--- src/rtl/dst_reg_pipe_pkg.sv ---
// Shared pipeline register-ID definitions: ID width, fixed IDs and destination-select codes.
package dst_reg_pipe_pkg;

  localparam int REG_W = 5;

  localparam logic [REG_W-1:0] REG_ZERO = 5'd0;
  localparam logic [REG_W-1:0] REG_RA   = 5'd31;

  localparam int RD_SEL_RT = 0;
  localparam int RD_SEL_RD = 1;
  localparam int RD_SEL_RA = 2;

  typedef logic [REG_W-1:0] reg_id_t;

endpackage

--- src/rtl/dst_reg_pipe_mux.sv ---
// N:1 W-bit combinational mux, zero latency, no flow control.
// An out-of-range select yields zero data and raises oor.
module mux_n #(
  parameter int N  = 3,
  parameter int W  = 5,
  parameter int SW = 2
) (
  input  logic [N*W-1:0] in_data,
  input  logic [SW-1:0]  sel,
  output logic [W-1:0]   out,
  output logic           oor
);

  always_comb begin
    out = '0;
    oor = 1'b1;
    for (int k = 0; k < N; k++) begin
      if (sel == SW'(k)) begin
        out = in_data[k*W +: W];
        oor = 1'b0;
      end
    end
  end

endmodule

--- src/rtl/dst_reg_pipe.sv ---
// Destination-register ID pipeline: captured ID reaches stage k after k edges; stall freezes all stages.
// Per-stage hit flags are combinational so the ID stage can forward or interlock in the same cycle.
module dst_reg_pipe
  import dst_reg_pipe_pkg::*;
#(
  parameter int WIDTH        = REG_W,
  parameter int NSEL         = 3,
  parameter int DEPTH        = 3,
  parameter int ZERO_IS_NULL = 1,
  localparam int SELW        = (NSEL > 1) ? $clog2(NSEL) : 1
) (
  input  logic                   clk,
  input  logic                   rst,
  input  logic [NSEL*WIDTH-1:0]  in_data,
  input  logic [SELW-1:0]        sel,
  input  logic                   in_valid,
  input  logic                   stall,
  input  logic                   flush,
  input  logic [WIDTH-1:0]       query_a,
  input  logic [WIDTH-1:0]       query_b,
  output logic [DEPTH*WIDTH-1:0] stage_data,
  output logic [DEPTH-1:0]       stage_valid,
  output logic [WIDTH-1:0]       out_data,
  output logic                   out_valid,
  output logic [DEPTH-1:0]       hit_a,
  output logic [DEPTH-1:0]       hit_b
);

  logic [WIDTH-1:0] m;
  logic             oor;
  logic             m_null;
  logic             cv;
  logic             qa_null;
  logic             qb_null;

  logic [WIDTH-1:0] sdat [DEPTH];
  logic             svld [DEPTH];

  mux_n #(
    .N  (NSEL),
    .W  (WIDTH),
    .SW (SELW)
  ) u_mux (
    .in_data (in_data),
    .sel     (sel),
    .out     (m),
    .oor     (oor)
  );

  // Register 0 is hard-wired, so it never creates a dependency
  assign m_null  = (ZERO_IS_NULL != 0) && (m == '0);
  assign qa_null = (ZERO_IS_NULL != 0) && (query_a == '0);
  assign qb_null = (ZERO_IS_NULL != 0) && (query_b == '0);
  assign cv      = in_valid & ~oor & ~m_null;

  always_ff @(posedge clk) begin
    if (rst) begin
      sdat[0] <= '0;
      svld[0] <= 1'b0;
    end else if (stall) begin
      if (flush) svld[0] <= 1'b0;
    end else if (flush) begin
      sdat[0] <= '0;
      svld[0] <= 1'b0;
    end else begin
      sdat[0] <= m;
      svld[0] <= cv;
    end
  end

  for (genvar i = 1; i < DEPTH; i++) begin : g_stage
    always_ff @(posedge clk) begin
      if (rst) begin
        sdat[i] <= '0;
        svld[i] <= 1'b0;
      end else if (!stall) begin
        sdat[i] <= sdat[i-1];
        svld[i] <= svld[i-1];
      end
    end
  end

  for (genvar i = 0; i < DEPTH; i++) begin : g_out
    assign stage_data[i*WIDTH +: WIDTH] = sdat[i];
    assign stage_valid[i]               = svld[i];
    assign hit_a[i] = svld[i] & (sdat[i] == query_a) & ~qa_null;
    assign hit_b[i] = svld[i] & (sdat[i] == query_b) & ~qb_null;
  end

  assign out_data  = sdat[DEPTH-1];
  assign out_valid = svld[DEPTH-1];

endmodule

--- config.mk ---
export PLATFORM = sky130hd
export DESIGN_NAME = dst_reg_pipe
export DESIGN_NICKNAME = d
export VERILOG_FILES = /design/src/rtl/dst_reg_pipe_pkg.sv /design/src/rtl/dst_reg_pipe_mux.sv /design/src/rtl/dst_reg_pipe.sv
export SDC_FILE = /design/constraint.sdc
export NUM_CORES = 1
export LEC_CHECK = 0
export ABC_CLOCK_PERIOD_IN_PS = 2160
export BUFFER_PORTS_ARGS = -buffer_cell sky130_fd_sc_hd__buf_2
export CAP_MARGIN = 0
export CORE_ASPECT_RATIO = 1.2
export CORE_MARGIN = 4
export CORE_UTILIZATION = 35
export CTS_CLUSTER_SIZE = 16
export DETAILED_ROUTE_END_ITERATION = 8
export PLACE_DENSITY = 0.65
export SYNTH_ARGS = -nofsm -noshare
export SYNTH_HDL_FRONTEND = slang
export SYNTH_SLANG_ARGS = --single-unit
--- constraint.sdc ---
create_clock -name clk -period 2.16 [get_ports clk]
set_input_delay 0.216 -clock clk [delete_from_list [all_inputs] [get_ports clk]]
set_output_delay 0.216 -clock clk [all_outputs]
set_load 0.02 [all_outputs]
==> impl_metrics.toml, run 1 <==
[worst_setup_path]
crit_fanout = 4
slowest_delay_ns = 0.46
path_cells = "xnor2_1, nand4_1, nor4_1, buf_2"
reg2reg_from = "sdat[1][2]$_SDFFCE_PN0P_"
r2r_setup_slack_ns = 1.27
critPathKind = "reg2out"
crit_slowest_cell = "edfxtp_1"
reg2regPathDepth = 1
cp-startpoint = "sdat[0][2]$_SDFFCE_PN0P_"
required_ns = 1.94
startpoint_type = "register"
critPathCaptureType = "output port"
timing.rr.end = "sdat[2][2]$_SDFFCE_PN0P_"
cp.arrival_ns = 1.48

[place]
dp_hpwl_um = 2423
gp_congestion = 0.7858
portBuffers = 61
placed_cell_area_mm2 = 0.001526

[sta]
finalSetupTns_ns = 0
final_max_slew_viol_count = 0
clock-skew-final_ns = 0.005334
finalHoldViolations = 0
tightest_slew_ns = 0.7099
fmax_ghz = 0.5890
fin_crit_sh = 0.7860
min_period_ns = 1.698
grt_setup_unrepaired = "false"
finalSetupViolCount = 0
max_slew_margin = 0.5250

[global_route]
grt_pass1_wl_um = 4554
first_global_vias = 1015
antenna_found_initial = 0
grtUsageTotal = 0.1280
grt_max_degree = 19
gr-total-overflow = 0

[yosys]
syn_nets = 147
ys_warn_count = 0
syn_area_per_cell_um2 = 10.85
synthesis.area_mm2 = 0.001247
synth-seq-cells = 18
netlist_instances = 115
ys_seq_area_frac = 0.4333
synth.distinct_cells = 24

[final_layout]
nNetsFinal = 203
fill_cells = 331
finalInstanceArea_mm2 = 0.001572
area_delta_synth_final_pct = 25.98
diodes = 0
drive_gt1_frac = 0.4000

[clocking]
htree_levels = 1
hold_buffers = 0
cts_buffers = 3
post_cts_buffers = 0
clkSinkCount = 18
ctsLongestPathBuffers = 2
cts_tree = "yes"
clkLatencyLatePin_ns = 0.25
clk_pin_slew_worst_paths_ns = 0.07
clockRootBuffer = "clkbuf_8"
ctsResizeCount = 0

[worst_hold_path]
holdPathStages = 2
hp-start = "flush"
min_path_type = "in2reg"
whs_endpoint = "svld[0]$_DFFE_PP_"

[run]
cap_violations = 0

[routing]
wirelength_um = 2845
post_drt_wl_per_cell_um = 13.74
vias = 1032
viasPerCell = 4.986
drt_iter0_markers = 36
postRouteAntennaNets = 0
drcViolationCount = 0
drtPass1Iterations = 4

[pwr]
ir_drop_v = 0.0001788
comb_power_share = 0.239
swShare = 0.2840
p_leak_nw = 0.7191
pwr-share-clk = 0.263
power.density_mw_per_mm2 = 558.2
power_uw = 877.2
seq_power_share = 0.498
power.internal_uw = 628.1
p_switching_uw = 249.1

[floorplan]
io_pins = 62
core_mm2 = 0.003396
die_w_um = 62.50
initial_utilization = 0.3674
dieHeight_um = 73.40
num_rows = 23
die-area_mm2 = 0.004588

[run_status]
status = "finished, final reports clean"
[critical path, delay by kind of cell, from the launching register on]
family	cells	cell delay, ns
AND/OR/NAND/NOR	2	0.36
XOR/XNOR	1	0.17
buffers and inverters	1	0.23
flip-flops	1	0.46
[layout make-up]
cell class | count | area (µm²) | area share
repair buffers | 62 | 312.8 | 0.1990
well taps | 37 | 46.29 | 0.02946
clock buffers | 3 | 41.29 | 0.02627
multi-input cells | 86 | 626.9 | 0.3989
flip-flops and latches | 18 | 540.5 | 0.3439
clock inverters | 1 | 3.754 | 0.002389
[layout by cell type, fill, tap and decap left out, drive strengths merged]
cell     instances
nand4            6
o2bb2ai          2
a311oi           1
xnor2           18
nor2             9
and2            12
clkinv           1
mux2i            5
nor2b            1
or4              2
clkbuf           3
a211oi           2
xor2            12
buf             62
and3b            2
edfxtp          18
a21oi            3
nand2b           1
nand2            2
or2              1
nor4             6
or3              1
[registers in the layout (all words and copies together), names as in the netlist]
signal / cells
sdat: 15
svld: 3
[per-stage QoR]
| step | util | setup slack (ns) | hold WS [ns] | cells |
|---|---|---|---|---|
| floorplan | - | 0.4969 | 0.4187 | 115 |
| global placement | 0.4495 | 0.6488 | 0.5441 | 203 |
| detailed placement | 0.4495 | 0.6377 | 0.5457 | 203 |
| CTS | 0.4628 | 0.4697 | 0.2818 | 207 |
| global route | 0.4628 | 0.3132 | 0.2940 | 207 |
| finish | 0.4628 | 0.4622 | 0.2821 | 207 |
[how the worst max path moves through the flow]
stage,slack [ns],endpoint
after floorplan,0.50,hit_a[2]
after CTS,0.47,hit_a[1]
after global placement,0.65,hit_a[0]
after detailed placement,0.64,hit_b[1]
final,0.46,hit_a[0]
after global routing,0.31,hit_a[1]
[synthesized netlist by cell type]
cell type	instances	area share
buf_2	1	0.0040
edfxtp_1	18	0.43
a21oi_1	3	0.012
or2_2	1	0.0050
nor2_1	9	0.027
buf_6	1	0.0090
and3b_2	1	0.0080
mux2i_1	5	0.040
xor2_1	12	0.084
and2_1	12	0.060
or4_1	2	0.012
or3_1	1	0.0050
xnor2_1	18	0.13
a311oi_1	1	0.0070
nor4_1	6	0.030
nand2b_1	1	0.0050
nor2b_4	1	0.011
o2bb2ai_1	2	0.014
nand2_1	2	0.0060
a211oi_1	2	0.012
buf_4	8	0.048
clkbuf_1	1	0.0030
and3b_1	1	0.0070
nand4_1	6	0.030
[power groups by stage]
stage	Combinational, mW	Clock, mW	Sequential, mW
floorplan	0.115	0	0.464
global placement	0.206	0	0.445
detailed placement	0.211	0	0.446
CTS	0.212	0.235	0.439
global route	0.228	0.251	0.442
finish	0.209	0.231	0.437
[cell families after synthesis]
kind of cell,synth area share
and+or+nand+nor,0.2066
AOI/OAI and AO/OA,0.04513
xor gates and xnor gates,0.2106
DFF,0.4333
muxes,0.04012
buffers and inverters,0.06419
[metal layers]
metal	global-route usage	up-vias	wire, µm
li1	-	514	-
met1	0.1338	451	1147
met2	0.2299	63	1368
met3	0.02905	4	260
met4	0.08824	0	69
met5	0	-	0
(Power assumes the default switching activity.)
==> inputs of run 2 (changes only) <==
Settings changed: ABC_CLOCK_PERIOD_IN_PS 2160 to 1800.
Clock period 2.16 ns to 1.8 ns, I/O delays scaled along.
==> run 2 against run 1 <==
Against the previous run: global-route usage up 0.82 points; utilization is 0.63 points higher; design area rose by 1.4%; routed wire length grew 5.2%; die area did not move; clock power increased by 21%; critical path type unchanged; highest routed layer unchanged.
==> impl_metrics.toml, run 2 (synthesis results as in run 1) <==
[final_layout]
drive_gt1_frac = 0.4128
final_cells = 209
area_delta_synth_final_pct = 27.68
largest_reg_flops = 15
layout_common_cells = "61 x buf_2, 18 x xnor2_1, 18 x edfxtp_1, 12 x xor2_1, 12 x and2_1"
top_register = "sdat"
largest_registers = "sdat x15, svld x3"
nNetsFinal = 205
final_common_cell = "buf_2"
diodes = 0

[place]
gp_congestion = 0.8028
portBuffers = 61
dp.cells = 204

[routing]
drtPass1Iterations = 2
wirelength_um = 2993
post_drt_wl_per_cell_um = 14.32
drcViolationCount = 0
viasPerCell = 5.163
vias = 1079
postRouteAntennaNets = 0
drt_iter0_markers = 17

[clocking]
cts_buffers = 3
htree_levels = 1
clockRootBuffer = "clkbuf_8"
cts_tree = "yes"
hold_buffers = 0
clkLatencyLatePin_ns = 0.25
clk_pin_slew_worst_paths_ns = 0.07
clkSinkCount = 18
ctsLongestPathBuffers = 2

[sta]
finalSetupTns_ns = 0
tightest_slew_ns = 0.2765
clock-skew-final_ns = 0.004305
grt_setup_unrepaired = "false"
fmax_ghz = 0.6068
final_max_slew_viol_count = 0
fin_crit_sh = 0.9156
finalHoldViolations = 0
min_period_ns = 1.648
finalSetupViolCount = 0
max_slew_margin = 0.8139

[global_route]
grtUsageTotal = 0.1361
gr-total-overflow = 0
first_global_vias = 1136
antenna_found_initial = 0
grt_max_degree = 18
grt_pass1_wl_um = 4954

[floorplan]
num_rows = 23
io_pins = 62
dieHeight_um = 73.40
die-area_mm2 = 0.004588
core_mm2 = 0.003396
die_w_um = 62.50
initial_utilization = 0.3674

[worst_hold_path]
holdPathStages = 2
min_path_type = "in2reg"

[worst_setup_path]
reg2regPathDepth = 1
cp.arrival_ns = 1.47
path_cells = "xnor2_1, nand4_1, nor4_2, buf_2"
crit_slowest_cell = "edfxtp_1"
required_ns = 1.62
critPathCaptureType = "output port"
slowest_delay_ns = 0.47
critPathKind = "reg2out"
startpoint_type = "register"
crit_fanout = 4

[pwr]
power_mw = 1.063
p_leak_nw = 0.7298
ir_drop_v = 0.0002272
power.density_mw_per_mm2 = 667.2

[run_status]
status = "finished, final reports clean"

[run]
cap_violations = 0
-- run 2: cell types whose count changed in the layout (fill, tap and decap cells not counted) --
cell,delta
nor4_2,+1
nor4_1,-1
buf_4,+2
-- run 2: layout make-up --
type	count	area, µm²
Timing Repair Buffer	64	327.8
Sequential cell	18	540.5
Multi-Input combinational cell	86	633.1
Fill cell	347	1803
Clock buffer	3	41.29
Clock inverter	1	3.754
Tap cell	37	46.29
-- run 2: power breakdown --
part           internal, mW  leakage, nW  total [mW]  switching (mW)
logic                 0.115        0.508       0.258           0.144
registers             0.491        0.199       0.525          0.0337
clock network         0.152       0.0231       0.280           0.128
total                 0.757        0.730        1.06           0.306
-- run 2: what timing repair did --
item | 4_1_cts | 5_1_grt
setup endpoints to repair | 0 | 1
gates resized for setup | 0 | 1
setup buffers | 0 | 1
-- run 2: critical path: cells and delay by family (launching register included) --
family        cells  cell delay (ns)
xor+xnor          1             0.17
buf+inv           1             0.21
flops             1             0.47
simple gates      2             0.36
-- run 2: worst paths after layout --
check / slack [ns] / endpoint / from
hold reg to reg: 0.62 / svld[2]$_SDFFCE_PN0P_ / svld[1]$_DFFE_PP_
setup / recovery: 0.15 / hit_a[1] / sdat[1][2]$_SDFFCE_PN0P_
hold / removal: 0.25 / svld[0]$_DFFE_PP_ / flush
setup reg to reg: 0.91 / sdat[1][1]$_SDFFCE_PN0P_ / sdat[0][1]$_SDFFCE_PN0P_
-- run 2: layer usage --
layer	track usage	part of all wire
met5	0	0
met3	0.02905	0.093
met1	0.1280	0.36
met2	0.2725	0.51
met4	0.07598	0.029
-- run 2: metrics by stage --
step / worst slack, ns / util / hold slack (ns) / instance area [µm²]
final: 0.1519 / 0.4690 / 0.2518 / 1593
after global routing: 0.01849 / 0.4690 / 0.2638 / 1593
after CTS: 0.06745 / 0.4650 / 0.2495 / 1579
after detailed placement: 0.3207 / 0.4517 / 0.5161 / 1534
after global placement: 0.3959 / 0.4517 / 0.5080 / 1534
after floorplan: 0.1729 / - / 0.3827 / 1247
==> inputs of run 3 (changes only) <==
==> constraint.sdc (replaced) <==
create_clock -name clk -period 1.8 [get_ports clk]
set_input_delay 0.18 -clock clk [delete_from_list [all_inputs] [get_ports clk]]
set_output_delay 0.18 -clock clk [all_outputs]
set_load 0.1 [all_outputs]
==> run 3 against run 2 <==
Against the previous run: first-iteration DRC count increased by 110%; non-clock buffer count increased by 5; utilization increased by 4.9 points; register-to-register slack got worse by 0.07 ns; cell count increased by 2.4%; worst hold slack got worse by 0.00053 ns; flip-flop and latch count unchanged; setup slack got worse by 0.10 ns; sequential share of layout area decreased by 3.2 points; via count increased by 1.6%; clock power increased by 2%; combinational power increased by 96%; critical path type unchanged; largest cell class unchanged.
==> impl_metrics.toml, run 3 (synthesis results as in run 1) <==
[global_route]
first_global_vias = 1140
antenna_found_initial = 0
grt_pass1_wl_um = 5313
grt_busiest_layer = "met2"
grt_use_met1 = 0.1547
grtUsageTotal = 0.1500
met3_usage = 0.03211
grt_max_degree = 15
gr-total-overflow = 0
use_met2 = 0.2879

[floorplan]
io_pins = 62
initial_utilization = 0.3674
die_w_um = 62.50
num_rows = 23
core_mm2 = 0.003396
die-area_mm2 = 0.004588
dieHeight_um = 73.40

[routing]
viasPerCell = 5.121
post_drt_wl_per_cell_um = 14.75
drcViolationCount = 0
drt_iter0_markers = 36
drtPass1Iterations = 4
postRouteAntennaNets = 0
vias = 1096
wirelength_um = 3156

[sta]
tightest_slew_ns = 0.4953
max_slew_margin = 0.6721
timing.final.ws_setup_ns = 0.04797
hold_slack_ns = 0.2513
finalHoldViolations = 0
clock-skew-final_ns = 0.005727
fin_crit_sh = 0.9734
grt_setup_unrepaired = "true"
finalSetupTns_ns = 0
min_period_ns = 1.752
fmax_ghz = 0.5708
finalSetupViolCount = 0
final_max_slew_viol_count = 0

[clocking]
hold_buffers = 0
clkLatencyLatePin_ns = 0.26
htree_levels = 1
cts_tree = "yes"
clkSinkCount = 18
clockRootBuffer = "clkbuf_8"
clk_pin_slew_worst_paths_ns = 0.06
ctsLongestPathBuffers = 2
cts_buffers = 3

[worst_setup_path]
reg2reg_from = "sdat[0][3]$_SDFFCE_PN0P_"
path_cells = "xnor2_1, nand4_1, nor4_4, buf_6"
path_delay_family = "flip-flops"
crit_fanout = 4
cp-startpoint = "sdat[1][0]$_SDFFCE_PN0P_"
critPathKind = "reg2out"
r2r_setup_slack_ns = 0.84
cp.arrival_ns = 1.57
reg2regPathDepth = 2
crit_slowest_cell = "edfxtp_1"
required_ns = 1.62
timing.rr.end = "sdat[1][3]$_SDFFCE_PN0P_"
critPathCaptureType = "output port"
startpoint_type = "register"
slowest_delay_ns = 0.45
setup.worst_path.end = "hit_b[1]"
worst-path-buf-inv = 1
cp.depth = 4

[pwr]
p_leak_nw = 0.7657
power_mw = 1.314
power.density_mw_per_mm2 = 746.5
ir_drop_v = 0.0002671

[final_layout]
fill_cells = 311
finalInstanceArea_mm2 = 0.001760
area_delta_synth_final_pct = 41.12
nNetsFinal = 210
drive_gt1_frac = 0.4576
layout_common_cells = "55 x buf_2, 18 x xnor2_1, 18 x edfxtp_1, 12 x xor2_1, 12 x and2_1"
final_util = 0.5184
largest_reg_flops = 15
largest_registers = "sdat x15, svld x3"
final_common_cell = "buf_2"
top_register = "sdat"
diodes = 0
final_cells = 214

[worst_hold_path]
holdPathStages = 2
min_path_type = "in2reg"

[run_status]
status = "finished, final reports clean"

[place]
dp.cells = 208
dp_hpwl_um = 2670
portBuffers = 61
gp_congestion = 0.7855
placed_cell_area_mm2 = 0.001669
dp_slack_ns = 0.1273

[run]
cap_violations = 0
==> run 3: power by group <==
| group | switching [mW] | internal (mW) |
|---|---|---|
| Combinational | 0.383 | 0.124 |
| Clock | 0.134 | 0.152 |
| Sequential | 0.0310 | 0.491 |
==> run 3: area by class of cell <==
class	count	area (µm²)	share of cell area
Timing Repair Buffer	69	411.6	0.2338
Sequential cell	18	540.5	0.3070
Tap cell	37	46.29	0.02630
Clock inverter	1	3.754	0.002132
Multi-Input combinational cell	86	716.9	0.4072
Clock buffer	3	41.29	0.02345
==> run 3: repair_timing <==
item / 4_1_cts / 5_1_grt
setup endpoints to repair: 5 / 5
gates resized for setup: 6 / 4
endpoints found under the hold margin: 0 / 0
buffers inserted: 0 / 2
==> run 3: how the worst min path moves through the flow <==
| stage | from | to |
|---|---|---|
| 2_1_floorplan | flush | svld[0]$_DFFE_PP_ |
| 3_3_place_gp | flush | svld[0]$_DFFE_PP_ |
| 3_5_place_dp | flush | svld[0]$_DFFE_PP_ |
| 4_1_cts | flush | svld[0]$_DFFE_PP_ |
| 5_1_grt | flush | svld[0]$_DFFE_PP_ |
| 6_report | flush | svld[0]$_DFFE_PP_ |
==> run 3: per-layer routing <==
metal / share of wire / up-vias / routed length [µm]
met1: 0.38 / 506 / 1209
li1: - / 526 / -
met3: 0.077 / 5 / 244
met4: 0.020 / 0 / 62
met5: 0 / - / 0
met2: 0.52 / 59 / 1640
